$ cat config.mk
export PLATFORM = sky130hd
export DESIGN_NAME = dht_report_sequencer
export DESIGN_NICKNAME = d
export VERILOG_FILES = /design/src/rtl/dht_report_pkg.sv /design/src/rtl/dht_report_sequencer_bcd_to_ascii.sv /design/src/rtl/dht_report_sequencer.sv
export SDC_FILE = /design/constraint.sdc
export NUM_CORES = 1
export LEC_CHECK = 0
export ABC_AREA = 1
export BUFFER_PORTS_ARGS = -buffer_cell sky130_fd_sc_hd__buf_4
export CAP_MARGIN = 20
export CORE_AREA = 2 2 77 79
export CTS_BUF_LIST = sky130_fd_sc_hd__clkbuf_8
export CTS_CLUSTER_DIAMETER = 50
export DETAILED_ROUTE_END_ITERATION = 6
export DIE_AREA = 0 0 79 81
export MAX_ROUTING_LAYER = met4
export PLACE_DENSITY = 0.73
export SETUP_SLACK_MARGIN = 0.02
export SLEW_MARGIN = 20
export SYNTH_ARGS = -nofsm -noshare
export SYNTH_HDL_FRONTEND = slang
export SYNTH_HIERARCHICAL = 1
export SYNTH_SLANG_ARGS = --single-unit
$ cat constraint.sdc
create_clock -name clk -period 2.2 [get_ports clk]
set_clock_uncertainty 0.05 [all_clocks]
set_input_delay 0.66 -clock clk [delete_from_list [all_inputs] [get_ports clk]]
set_output_delay 0.66 -clock clk [all_outputs]
set_load 0.05 [all_outputs]
$ cat src/rtl/dht_report_pkg.sv
// Shared constants for the DHT report sequencer: frame geometry, ASCII
// characters, field positions inside the report line and the FSM encoding.
package dht_report_pkg;

  localparam int         FRAME_LEN = 25;
  localparam logic [4:0] LAST_IDX  = 5'(FRAME_LEN - 1);

  localparam logic [7:0] CH_T       = 8'h74;
  localparam logic [7:0] CH_E       = 8'h65;
  localparam logic [7:0] CH_M       = 8'h6D;
  localparam logic [7:0] CH_P       = 8'h70;
  localparam logic [7:0] CH_H       = 8'h68;
  localparam logic [7:0] CH_U       = 8'h75;
  localparam logic [7:0] CH_I       = 8'h69;
  localparam logic [7:0] CH_COLON   = 8'h3A;
  localparam logic [7:0] CH_SP      = 8'h20;
  localparam logic [7:0] CH_DOT     = 8'h2E;
  localparam logic [7:0] CH_TAB     = 8'h09;
  localparam logic [7:0] CH_LF      = 8'h0A;
  localparam logic [7:0] CH_O       = 8'h4F;
  localparam logic [7:0] CH_K       = 8'h4B;
  localparam logic [7:0] CH_X       = 8'h58;
  localparam logic [7:0] CH_QMARK   = 8'h3F;
  localparam logic [7:0] ASCII_ZERO = 8'h30;

  // Positions of the variable fields; the fixed labels fill the gaps.
  localparam logic [4:0] IDX_T10   = 5'd6;
  localparam logic [4:0] IDX_T0    = 5'd7;
  localparam logic [4:0] IDX_TDOT  = 5'd8;
  localparam logic [4:0] IDX_TMIN  = 5'd9;
  localparam logic [4:0] IDX_TSP   = 5'd10;
  localparam logic [4:0] IDX_H10   = 5'd17;
  localparam logic [4:0] IDX_H0    = 5'd18;
  localparam logic [4:0] IDX_HDOT  = 5'd19;
  localparam logic [4:0] IDX_HMIN  = 5'd20;
  localparam logic [4:0] IDX_TAB   = 5'd21;
  localparam logic [4:0] IDX_STAT0 = 5'd22;
  localparam logic [4:0] IDX_STAT1 = 5'd23;

  typedef enum logic {
    ST_IDLE = 1'b0,
    ST_SEND = 1'b1
  } state_t;

endpackage

$ cat src/rtl/dht_report_sequencer_bcd_to_ascii.sv
// BCD digit to printable ASCII; non-decimal codes are shown as '?' so a
// corrupted reading is visible on the terminal rather than garbage.
module bcd_to_ascii
  import dht_report_pkg::*;
(
  input  logic [3:0] digit,
  output logic [7:0] ascii
);

  assign ascii = (digit <= 4'd9) ? (ASCII_ZERO + {4'h0, digit}) : CH_QMARK;

endmodule

$ cat src/rtl/dht_report_sequencer.sv
// Formats one DHT measurement into a 25-byte ASCII report line and pushes it
// into the UART TX FIFO byte by byte under push/full flow control.
module dht_report_sequencer
  import dht_report_pkg::*;
#(
  parameter int PERIOD_TICKS = 100,
  parameter int CNT_W        = 7
) (
  input  logic       clk,
  input  logic       rst,
  input  logic       i_tick,
  input  logic       i_auto_en,
  input  logic       i_dht_done,
  input  logic       i_error,
  input  logic [3:0] i_temp10,
  input  logic [3:0] i_temp0,
  input  logic [3:0] i_temp_min,
  input  logic [3:0] i_humi10,
  input  logic [3:0] i_humi0,
  input  logic [3:0] i_humi_min,
  input  logic       i_tx_full,
  output logic       o_tx_push,
  output logic [7:0] o_tx_data,
  output logic       o_busy,
  output logic       o_frame_done
);

  state_t           state, state_n;
  logic [4:0]       idx, idx_n;
  logic             pending, pending_n;
  logic             load_snap;
  logic             frame_done_q, frame_done_n;
  logic [CNT_W-1:0] period_cnt;
  logic             period_wrap;
  logic             req;
  logic             push;

  logic [3:0] snap_t10, snap_t0, snap_tmin;
  logic [3:0] snap_h10, snap_h0, snap_hmin;
  logic       snap_err;
  logic [7:0] asc_t10, asc_t0, asc_tmin;
  logic [7:0] asc_h10, asc_h0, asc_hmin;
  logic [7:0] tx_char;

  assign period_wrap = i_tick && (period_cnt == CNT_W'(PERIOD_TICKS - 1));
  assign req         = i_dht_done | (period_wrap & i_auto_en);
  assign push        = (state == ST_SEND) && !i_tx_full;

  // Free-running report timer; keeps counting while a frame is in flight.
  always_ff @(posedge clk) begin
    if (rst) begin
      period_cnt <= '0;
    end else if (i_tick) begin
      period_cnt <= period_wrap ? '0 : period_cnt + CNT_W'(1);
    end
  end

  always_comb begin
    state_n      = state;
    idx_n        = idx;
    pending_n    = pending;
    load_snap    = 1'b0;
    frame_done_n = 1'b0;
    case (state)
      ST_IDLE: begin
        if (req || pending) begin
          load_snap = 1'b1;
          idx_n     = 5'd0;
          pending_n = 1'b0;
          state_n   = ST_SEND;
        end
      end
      ST_SEND: begin
        // Only one request is remembered while busy; extras are dropped.
        if (req) begin
          pending_n = 1'b1;
        end
        if (push) begin
          if (idx == LAST_IDX) begin
            idx_n        = 5'd0;
            state_n      = ST_IDLE;
            frame_done_n = 1'b1;
          end else begin
            idx_n = idx + 5'd1;
          end
        end
      end
      default: state_n = ST_IDLE;
    endcase
  end

  always_ff @(posedge clk) begin
    if (rst) begin
      state        <= ST_IDLE;
      idx          <= 5'd0;
      pending      <= 1'b0;
      frame_done_q <= 1'b0;
    end else begin
      state        <= state_n;
      idx          <= idx_n;
      pending      <= pending_n;
      frame_done_q <= frame_done_n;
    end
  end

  // Snapshot at frame start so a frame never mixes two measurements.
  always_ff @(posedge clk) begin
    if (rst) begin
      snap_t10  <= '0;
      snap_t0   <= '0;
      snap_tmin <= '0;
      snap_h10  <= '0;
      snap_h0   <= '0;
      snap_hmin <= '0;
      snap_err  <= 1'b0;
    end else if (load_snap) begin
      snap_t10  <= i_temp10;
      snap_t0   <= i_temp0;
      snap_tmin <= i_temp_min;
      snap_h10  <= i_humi10;
      snap_h0   <= i_humi0;
      snap_hmin <= i_humi_min;
      snap_err  <= i_error;
    end
  end

  bcd_to_ascii u_t10  (.digit(snap_t10),  .ascii(asc_t10));
  bcd_to_ascii u_t0   (.digit(snap_t0),   .ascii(asc_t0));
  bcd_to_ascii u_tmin (.digit(snap_tmin), .ascii(asc_tmin));
  bcd_to_ascii u_h10  (.digit(snap_h10),  .ascii(asc_h10));
  bcd_to_ascii u_h0   (.digit(snap_h0),   .ascii(asc_h0));
  bcd_to_ascii u_hmin (.digit(snap_hmin), .ascii(asc_hmin));

  always_comb begin
    tx_char = CH_QMARK;
    case (idx)
      5'd0:      tx_char = CH_T;
      5'd1:      tx_char = CH_E;
      5'd2:      tx_char = CH_M;
      5'd3:      tx_char = CH_P;
      5'd4:      tx_char = CH_COLON;
      5'd5:      tx_char = CH_SP;
      IDX_T10:   tx_char = asc_t10;
      IDX_T0:    tx_char = asc_t0;
      IDX_TDOT:  tx_char = CH_DOT;
      IDX_TMIN:  tx_char = asc_tmin;
      IDX_TSP:   tx_char = CH_SP;
      5'd11:     tx_char = CH_H;
      5'd12:     tx_char = CH_U;
      5'd13:     tx_char = CH_M;
      5'd14:     tx_char = CH_I;
      5'd15:     tx_char = CH_COLON;
      5'd16:     tx_char = CH_SP;
      IDX_H10:   tx_char = asc_h10;
      IDX_H0:    tx_char = asc_h0;
      IDX_HDOT:  tx_char = CH_DOT;
      IDX_HMIN:  tx_char = asc_hmin;
      IDX_TAB:   tx_char = CH_TAB;
      IDX_STAT0: tx_char = snap_err ? CH_X : CH_O;
      IDX_STAT1: tx_char = snap_err ? CH_X : CH_K;
      LAST_IDX:  tx_char = CH_LF;
      default:   tx_char = CH_QMARK;
    endcase
  end

  // Push is masked by rst so an aborted frame emits nothing in that cycle.
  assign o_tx_push    = push && !rst;
  assign o_tx_data    = tx_char;
  assign o_busy       = (state == ST_SEND);
  assign o_frame_done = frame_done_q;

endmodule

== Yosys cells after proc, flatten, opt, wreduce, memory -nomap -nowiden ==
Index checks and enable logic that the tools add are counted.
Word-level totals
  register bits after elaboration: 40
  bits of input ports: 31
  output and inout bits: 11
Cells by class
  add/sub/neg operators: 8
  magnitude comparators: 6
  equal/unequal tests: 28
  mux-type cells: 23
  bitwise operators: 4
  reduce and logical (&&, ||, !) cells: 14
Operator list (count)
  one-hot mux 8 bit (20 select lines): 1
  two-way mux 8 bit: 6
  equality test 5 bit, second input constant: 9
  adder 6 x 4 -> 7 bit, first input constant: 6
  equality test 5 x 4 -> 1 bit, second input constant: 8
  two-way mux 5 bit: 5
  <= comparator 4 bit, second input constant: 6
  equality test 5 x 3 -> 1 bit, second input constant: 4
  equality test 5 x 2 -> 1 bit, second input constant: 2
  one-hot mux 5 bit (2 select lines): 1
  adder 7 x 1 -> 7 bit, second input constant: 1
  equality test 7 bit, second input constant: 1
  two-way mux 1 bit: 7
  two-way mux 7 bit: 1
  OR reduction 2 bit: 3
  OR reduction 3 bit: 2
  adder 5 x 1 -> 5 bit, second input constant: 1
  equality test 5 x 1 -> 1 bit, second input constant: 1
  zero test 5 bit: 1
  != test 2 x 1 -> 1 bit, second input constant: 2
  one-hot mux 1 bit (2 select lines): 2
  AND reduction 2 bit: 2
  logical AND 1 bit: 3
  zero test 1 bit: 2
  other kinds (5): 6

== Logic depth before layout (Yosys ltp) ==
Gate-level depths: netlist of the first run.
  depth after elaboration: 7
  mapped depth: 11

== Modules after synthesis ==
The synthesis of the first run kept the hierarchy.
Modules (own cells, without submodules)
  dht_report_sequencer: instances 1, cells an instance 396, area an instance 2394.8 µm², seq. area each 800.8 µm²
  bcd_to_ascii: instances 6, cells an instance 14, area an instance 72.6 µm², seq. area each 0.0 µm²

== Worst setup path before layout of the first run ==
OpenSTA, ideal clock, no wires.
  kind: register to output
  from: register idx[0]
  to: output port o_tx_data[0]
  data arrival time: 1.691 ns
  data required time: 1.490 ns
  setup slack: -0.201 ns
  cell stages (with the launch flop): 9
  path buffers: 1
  cell sequence: dfxtp_1 -> inv_1 -> ha_1 -> buf_2 -> nand3_1 -> nand3_1 -> nor3_2 -> nand3_2 -> nand2_1
Between the ends
  cells in the longest elaborated chain, start to end: 3
  elaborated cells between the ends (all ways): 30
  those cells by class: eq/ne: 24; mux: 1; reduce/logical: 5
RTL lines
  start, declared: line dht_report_sequencer.sv:29  | logic [4:0] idx, idx_n;
  start signal, assigned: line dht_report_sequencer.sv:100  | idx <= idx_n;
  equality test 5 bit (tied with other cells): line dht_report_sequencer.sv:136  | case (idx)
  OR reduction 3 bit (no line) / OR reduction 2 bit (equally long branches)
  one-hot mux 8 bit (20 select lines) *: line dht_report_sequencer.sv:136
  end, declared: line dht_report_sequencer.sv:23  | output logic [7:0] o_tx_data,
Every way passes the cells marked *; elsewhere a longest branch is shown, timed or not.

== Worst setup path after layout of the first run ==
  from: register idx[0]
  to: output port o_tx_data[3]
The elaborated chain is that of the path after synthesis.

==> out/metrics.csv, run 1 <==
metric,value,unit
First DRT Iteration DRCs,203,
Hold EP,period_cnt[6],
#FFs+latches synth,40,
status,"finished, violations left",
CTS Sinks,40,
area of the core,5675,sq um
R2R depth,9,
row count,28,
CTS Hold Buffers Added,0,
DRT Pass-1 Iters,5,
Avg WL per Cell,10.86,microns
vias per cell,4.701,
"EDFF count, synth",0,
Worst EP required,1490,ps
first-pass GRT wire length,11.10,mm
final net count,580,
post-synth top area share,0.2829,
# diodes,0,
vias post-DR,2910,
Final min period,2713,ps
max layer used,met4,
Synth Cell Area,2830,sq um
H-tree Lvls,2,
total CTS buffers,5,
Clock transition at path regs,80,ps
fmax,368.6,MHz
FF-to-FF End,snap_t10[2],
post-layout instance area,3755,sq um
LEAKAGE,1.918,nW
fin worst setup slack,-512.7,ps
synth-to-layout area growth,32.67,%
"area leader, netlist",dfxtp_1,
post-synth cell types,28,
critical path arrival,2000,ps
"top cells by count, synth","nand2_1 (133), nor2_1 (89), inv_1 (49)",
number of buffers on the longest clock path,2,
Final Cycle Share,1.233,
Die H,81,microns
hold path startpoint,period_cnt[6],
Crit Path Max Fanout,8,
RSZ-0062 raised after global routing,true,
Cells after Synth,480,
ys async rst share,0,
Die W,79,microns
GP Congestion,0.8927,
largest cells by area after synthesis,"dfxtp_1 (28%), nand2_1 (18%), nor2_1 (12%)",
Routed met1 length,3.071,mm
Hold Slack,417.8,ps
placed instance area,3415,sq um
DPL Wire Length,5.193,mm
FF-to-FF Start,period_cnt[0],
VDD IR max,0.0006123,V
Synth warnings,6,
post-route antenna net violation count,0,
Final Hold Viols,0,
Die ar.,6399,sq um
"count leader, synth",nand2_1,
final slew viol count,0,
DRT Wirelength,6.725,mm
CTS root buffer,clkbuf_8,
I/O pins,42,
power density over the cells,451.1,nW/um^2
kind of critical path,reg -> out,
Post-Place Worst Slack,-269.5,ps
"Seq/Total Area, Yosys",0.2829,
DRC viols,0,
initial core utilization,0.4987,
final setup fails,7,
overall routing resource usage,0.2203,
failing checks,setup timing,
crit end category,output port,
Buffers on Ports,40,
CP Launch Type,register,
Clock Latency Late Sink,290,ps
gr ovfl total,0,
Max Cap Violations,0,
CTS tree,done,
Routed met2 length,3.312,mm
Hold Crit Class,reg -> reg,
vias in the first global route,2548,
largest net degree at the start of global routing,31,
layout cells sized above 1,0.3015,
met3 wire length,217,microns
Synth Flop Type,dfxtp_1,
Hold Crit Depth,1,
r2r setup slk,510,ps
initial antenna violation count,0,
average cell area after synthesis,5.896,sq um
-- power by group --
part	switching (mW)	internal [mW]
Clock	0.244	0.247
Sequential	0.0408	0.769
Combinational	0.228	0.165
-- state kept, by name, summed over array words and instances, names as in the netlist --
| register | flops |
|---|---|
| idx | 5 |
| o_busy | 1 |
| o_frame_done | 1 |
| pending | 1 |
| period_cnt | 7 |
| snap_err | 1 |
| snap_h0 | 4 |
| snap_h10 | 4 |
| snap_hmin | 4 |
| snap_t0 | 4 |
| snap_t10 | 4 |
| snap_tmin | 4 |
-- layout make-up --
cell class              instances  area (sq um)
well taps                      75         93.84
repair buffers                 85         683.2
inverters                      53         209.0
clock buffers                   6         82.58
fillers                       549          1921
multi-input cells             358          1866
flip-flops and latches         40         813.3
clock inverters                 2         7.507
-- repair_timing --
| item | 4_1_cts | 5_1_grt |
|---|---|---|
| gates resized for setup | 24 | 39 |
| pin swaps | 10 | 16 |
| endpoints found under the setup margin | 7 | 7 |
| buffers inserted | 3 | 1 |
-- routing by layer --
metal / GRT usage / up-vias
met4: 0.06897 / 0
met5: - / -
met2: 0.3695 / 60
li1: - / 1561
met1: 0.2768 / 1279
met3: 0.03000 / 10
-- how the worst max path moves through the flow --
stage | from | endpoint | cells past startpoint
3_5_place_dp | idx[1] | o_tx_data[1] | 8
5_1_grt | idx[1] | o_tx_data[3] | 12
3_3_place_gp | idx[1] | o_tx_data[1] | 8
6_report | idx[0] | o_tx_data[3] | 8
4_1_cts | idx[1] | o_tx_data[4] | 8
2_1_floorplan | idx[1] | o_tx_data[0] | 9
-- kinds of logic (layout without fill, tap and decap cells) --
group / Yosys count / after routing / share of synthesized area
flops: 40 / 40 / 0.2829
buf+inv: 94 / 146 / 0.1675
xor+xnor: 3 / 3 / 0.009286
simple gates: 266 / 266 / 0.3811
compound gates: 59 / 59 / 0.1167
other cells: 12 / 24 / 0.01591
fa+ha+maj: 6 / 6 / 0.02652
-- critical path, stage by stage, from the launching register on --
cell and delay (ps):
dfxtp_4 410, inv_4 60, ha_4 180, o211ai_1 300
nand2_2 150, nor2_4 140, nand3_4 180, nand2_2 140
buf_8 150
-- placed cells by master (no fill, tap or decap), types with 4 or more instances in the layout --
master,netlist,final
inv_1,49,43
dfxtp_1,40,36
nand4_1,4,4
nand2_1,133,114
nand3_1,29,23
nor2_4,0,5
ha_4,0,4
nor2_1,89,76
nand3_2,1,6
inv_2,4,8
o211ai_1,4,4
nor2_2,2,10
a21oi_1,17,14
conb_1,12,24
buf_8,1,5
o21ai_0,31,31
clkbuf_8,0,6
buf_4,27,78
nand2_2,1,13
nand2_4,0,5
o21ai_2,6,6
inv_4,0,4
-- through the flow --
stage               setup TNS, ps  total power, mW  instances    util
detailed placement          -1534            1.180        607  0.6016
global route                -3844            1.783        619  0.6616
floorplan                  -336.0            1.107        492       -
CTS                         -3112            1.684        618  0.6360
global placement            -1397            1.171        607  0.6016
finish                      -3302            1.694        619  0.6616
Power figures use the tool's default switching activity.
==> run 2, diff against run 1 <==
--- a/config.mk
+++ b/config.mk
@@ -5,16 +5,14 @@
 export SDC_FILE = /design/constraint.sdc
 export NUM_CORES = 1
 export LEC_CHECK = 0
-export ABC_AREA = 1
 export BUFFER_PORTS_ARGS = -buffer_cell sky130_fd_sc_hd__buf_4
 export CAP_MARGIN = 20
-export CORE_AREA = 2 2 77 79
-export CTS_BUF_LIST = sky130_fd_sc_hd__clkbuf_8
+export CORE_AREA = 2 2 76 78
 export CTS_CLUSTER_DIAMETER = 50
 export DETAILED_ROUTE_END_ITERATION = 6
-export DIE_AREA = 0 0 79 81
+export DIE_AREA = 0 0 78 80
 export MAX_ROUTING_LAYER = met4
-export PLACE_DENSITY = 0.73
+export PLACE_DENSITY_LB_ADDON = 0.25
 export SETUP_SLACK_MARGIN = 0.02
 export SLEW_MARGIN = 20
 export SYNTH_ARGS = -nofsm -noshare
==> run 2 against run 1 <==
The flow still finishes with violations (setup timing). Critical endpoint unchanged. Sequential power fell by 2%. Critical path depth grew 1. Via count rose by 1.2%. Maximum frequency fell by 9.0%. Hold slack worse by 13 ps. Clock power about the same.
==> out/metrics.csv, run 2 <==
metric,value,unit,change
Synth warnings,6,,unchanged
CTS tree,done,,unchanged
Crit Path Max Fanout,7,,was 8
status,"finished, violations left",,unchanged
Die W,78,microns,was 79 microns
CP Launch Type,register,,unchanged
"CP delay by family, top",simple AND/OR/NAND/NOR gates,,unchanged
final net count,496,,was 580
vias in the first global route,2720,,was 2548
row count,27,,was 28
Util after Layout,0.6882,,was 0.6616
slowest CP cell,or3_4,,was dfxtp_4
final setup fails,7,,unchanged
DRT Wirelength,7.599,mm,was 6.725 mm
CTS root buffer,clkbuf_8,,unchanged
max reg flops,7,,unchanged
RSZ-0062 raised after global routing,true,,unchanged
VDD IR max,0.0004805,V,was 0.0006123 V
GP Congestion,0.9665,,was 0.8927
"Seq/Total Area, Yosys",0.2862,,was 0.2829
layout cells sized above 1,0.3152,,was 0.3015
#FFs+latches synth,40,,unchanged
largest cells by area after synthesis,"dfxtp_1 (29%), nand2_1 (9.0%), a21oi_1 (6.8%)",,"was dfxtp_1 (28%), nand2_1 (18%), nor2_1 (12%)"
Hold Slack,405.2,ps,was 417.8 ps
initial antenna violation count,0,,unchanged
CP Buf/Inv Count,1,,was 2
post-synth cell types,55,,was 28
vias per cell,5.536,,was 4.701
Reg with most FFs,period_cnt,,unchanged
CTS Hold Buffers Added,0,,unchanged
LEAKAGE,1.633,nW,was 1.918 nW
failing checks,setup timing,,unchanged
H-tree Lvls,2,,unchanged
"top cells by count, synth","nand2_1 (67), dfxtp_1 (40), a21oi_1 (38)",,"was nand2_1 (133), nor2_1 (89), inv_1 (49)"
kind of critical path,reg -> out,,unchanged
Final Cycle Share,1.355,,was 1.233
largest net degree at the start of global routing,40,,was 31
number of buffers on the longest clock path,2,,unchanged
post-synth top area share,0.2862,,was 0.2829
CP peak stage delay,410,ps,about the same
First DRT Iteration DRCs,260,,was 203
DRT Pass-1 Iters,5,,unchanged
overall routing resource usage,0.2571,,was 0.2203
critical path arrival,2270,ps,was 2000 ps
crit end category,output port,,unchanged
# diodes,0,,unchanged
DPL Wire Length,5.520,mm,was 5.193 mm
I/O pins,42,,unchanged
area of the core,5405,sq um,was 5675 sq um
CP Cell Sequence,ha_4 -> nand2_2 -> nor2_2 -> ha_2 -> nand2b_4 -> a211o_1 -> or3_4 -> nand4_1 -> buf_6,,was inv_4 -> ha_4 -> o211ai_1 -> nand2_2 -> nor2_4 -> nand3_4 -> nand2_2 -> buf_8
setup TNS,-4913,ps,was -3302 ps
Buffers on Ports,40,,unchanged
final slew viol count,0,,unchanged
Final Hold Viols,0,,unchanged
Worst EP required,1490,ps,about the same
total CTS buffers,5,,unchanged
synth-to-layout area growth,32.96,%,was 32.67%
vias post-DR,2945,,was 2910
Post-Place Worst Slack,-531.2,ps,was -269.5 ps
Clock transition at path regs,80,ps,about the same
CTS Sinks,40,,unchanged
Synth Flop Type,dfxtp_1,,unchanged
first-pass GRT wire length,12.45,mm,was 11.10 mm
initial core utilization,0.5176,,was 0.4987
DRC viols,0,,unchanged
average cell area after synthesis,7.192,sq um,was 5.896 sq um
post-route antenna net violation count,0,,unchanged
Hold Crit Class,reg -> reg,,unchanged
"count leader, synth",nand2_1,,unchanged
gr ovfl total,0,,unchanged
Top Registers,"period_cnt x7, idx x5",,unchanged
Max Cap Violations,0,,unchanged
fill count,460,,was 549
Avg WL per Cell,14.28,microns,was 10.86 microns
"EDFF count, synth",0,,unchanged
"area leader, netlist",dfxtp_1,,unchanged
Cells after Synth,389,,was 480
Die ar.,6240,sq um,was 6399 sq um
Clock Latency Late Sink,290,ps,about the same
"most common cell after layout, fill and taps aside",buf_4,,was nand2_1
most frequent cells in the layout,"buf_4 (93), nand2_1 (66), a21oi_1 (37), dfxtp_1 (36), conb_1 (24)",,"was nand2_1 (114), buf_4 (78), nor2_1 (76), inv_1 (43), dfxtp_1 (36)"
fin worst setup slack,-780.9,ps,was -512.7 ps
ys async rst share,0,,unchanged
Final min period,2981,ps,was 2713 ps
Synth Cell Area,2798,sq um,was 2830 sq um
fmax,335.5,MHz,was 368.6 MHz
Die H,80,microns,was 81 microns
power density over the cells,445.5,nW/um^2,was 451.1 nW/um^2
==> run 2: cell types whose count changed after synthesis, moves of 6 or more <==
| cell | delta |
|---|---|
| nor2b_1 | +6 |
| inv_1 | -42 |
| nand2b_1 | +15 |
| clkbuf_1 | +8 |
| o21ai_0 | -20 |
| nand2_1 | -66 |
| a21o_1 | +12 |
| o21ai_2 | -6 |
| nor3_1 | +10 |
| nor2_1 | -68 |
| o21ai_1 | +6 |
| a21oi_1 | +21 |
| nand3_1 | -23 |
==> run 2: final cells by class <==
| type | count | area [sq um] | share of cell area |
|---|---|---|---|
| clock buffers | 5 | 68.82 | 0.01850 |
| clock inverters | 3 | 20.02 | 0.005382 |
| inverters | 8 | 32.53 | 0.008745 |
| multi-input cells | 299 | 1841 | 0.4948 |
| flip-flops and latches | 40 | 813.3 | 0.2186 |
| well taps | 72 | 90.09 | 0.02422 |
| repair buffers | 105 | 854.6 | 0.2297 |
==> run 2: path summary, 6_finish.rpt <==
path	slack, ps	start	cells past startpoint	end
worst min-delay path	410	snap_t0[0]	2	snap_t0[0]
worst max register to register	290	idx[1]	9	idx[3]
worst max-delay path	-780	idx[1]	9	o_tx_data[3]
worst min register to register	410	snap_t0[0]	2	snap_t0[0]
==> run 2: repair_timing <==
action / CTS / global route
resized for setup: 27 / 10
pin swaps: 10 / 6
setup buffers: 6 / 1
gates cloned: 0 / 0
setup endpoints to repair: 7 / 7
==> run 2: metal layers <==
metal  vias up  share of wire  routed length [microns]  global-route usage
met4         0          0.019                      147             0.08421
met5         -              0                        0                   -
met2       113           0.49                     3724              0.4267
li1       1453              -                        -                   -
met3        20          0.055                      419             0.03167
met1      1359           0.44                     3308              0.3275
==> run 2: kinds of logic (layout without fill, tap and decap cells) <==
logic type,Yosys count,in the layout,synth area share
xor+xnor,5,5,0.01566
mux,3,3,0.01073
fa+ha+maj,6,6,0.02683
flops,40,40,0.2862
compound gates,109,109,0.2589
other cells,12,24,0.01610
buf+inv,62,121,0.1257
simple gates,152,152,0.2598
==> run 2: stage by stage <==
stage / power [mW] / cells / cell area (sq um)
after floorplan: 1.055 / 401 / 2939
after global placement: 1.148 / 518 / 3437
after detailed placement: 1.157 / 518 / 3437
after CTS: 1.668 / 532 / 3672
after global routing: 1.741 / 532 / 3720
final: 1.657 / 532 / 3720
==> run 2: tightest hold or removal path: cells and delay by family (launching register included) <==
family	cells	cell delay, ps
AND/OR/NAND/NOR	1	50
AO/OA/AOI/OAI	1	50
flip-flops	1	310
==> run 2: power by group <==
group | switching [mW] | leakage, nW | internal, mW | total [mW]
registers | 0.0353 | 0.330 | 0.757 | 0.792
logic | 0.201 | 1.25 | 0.171 | 0.372
clock network | 0.267 | 0.0489 | 0.226 | 0.493
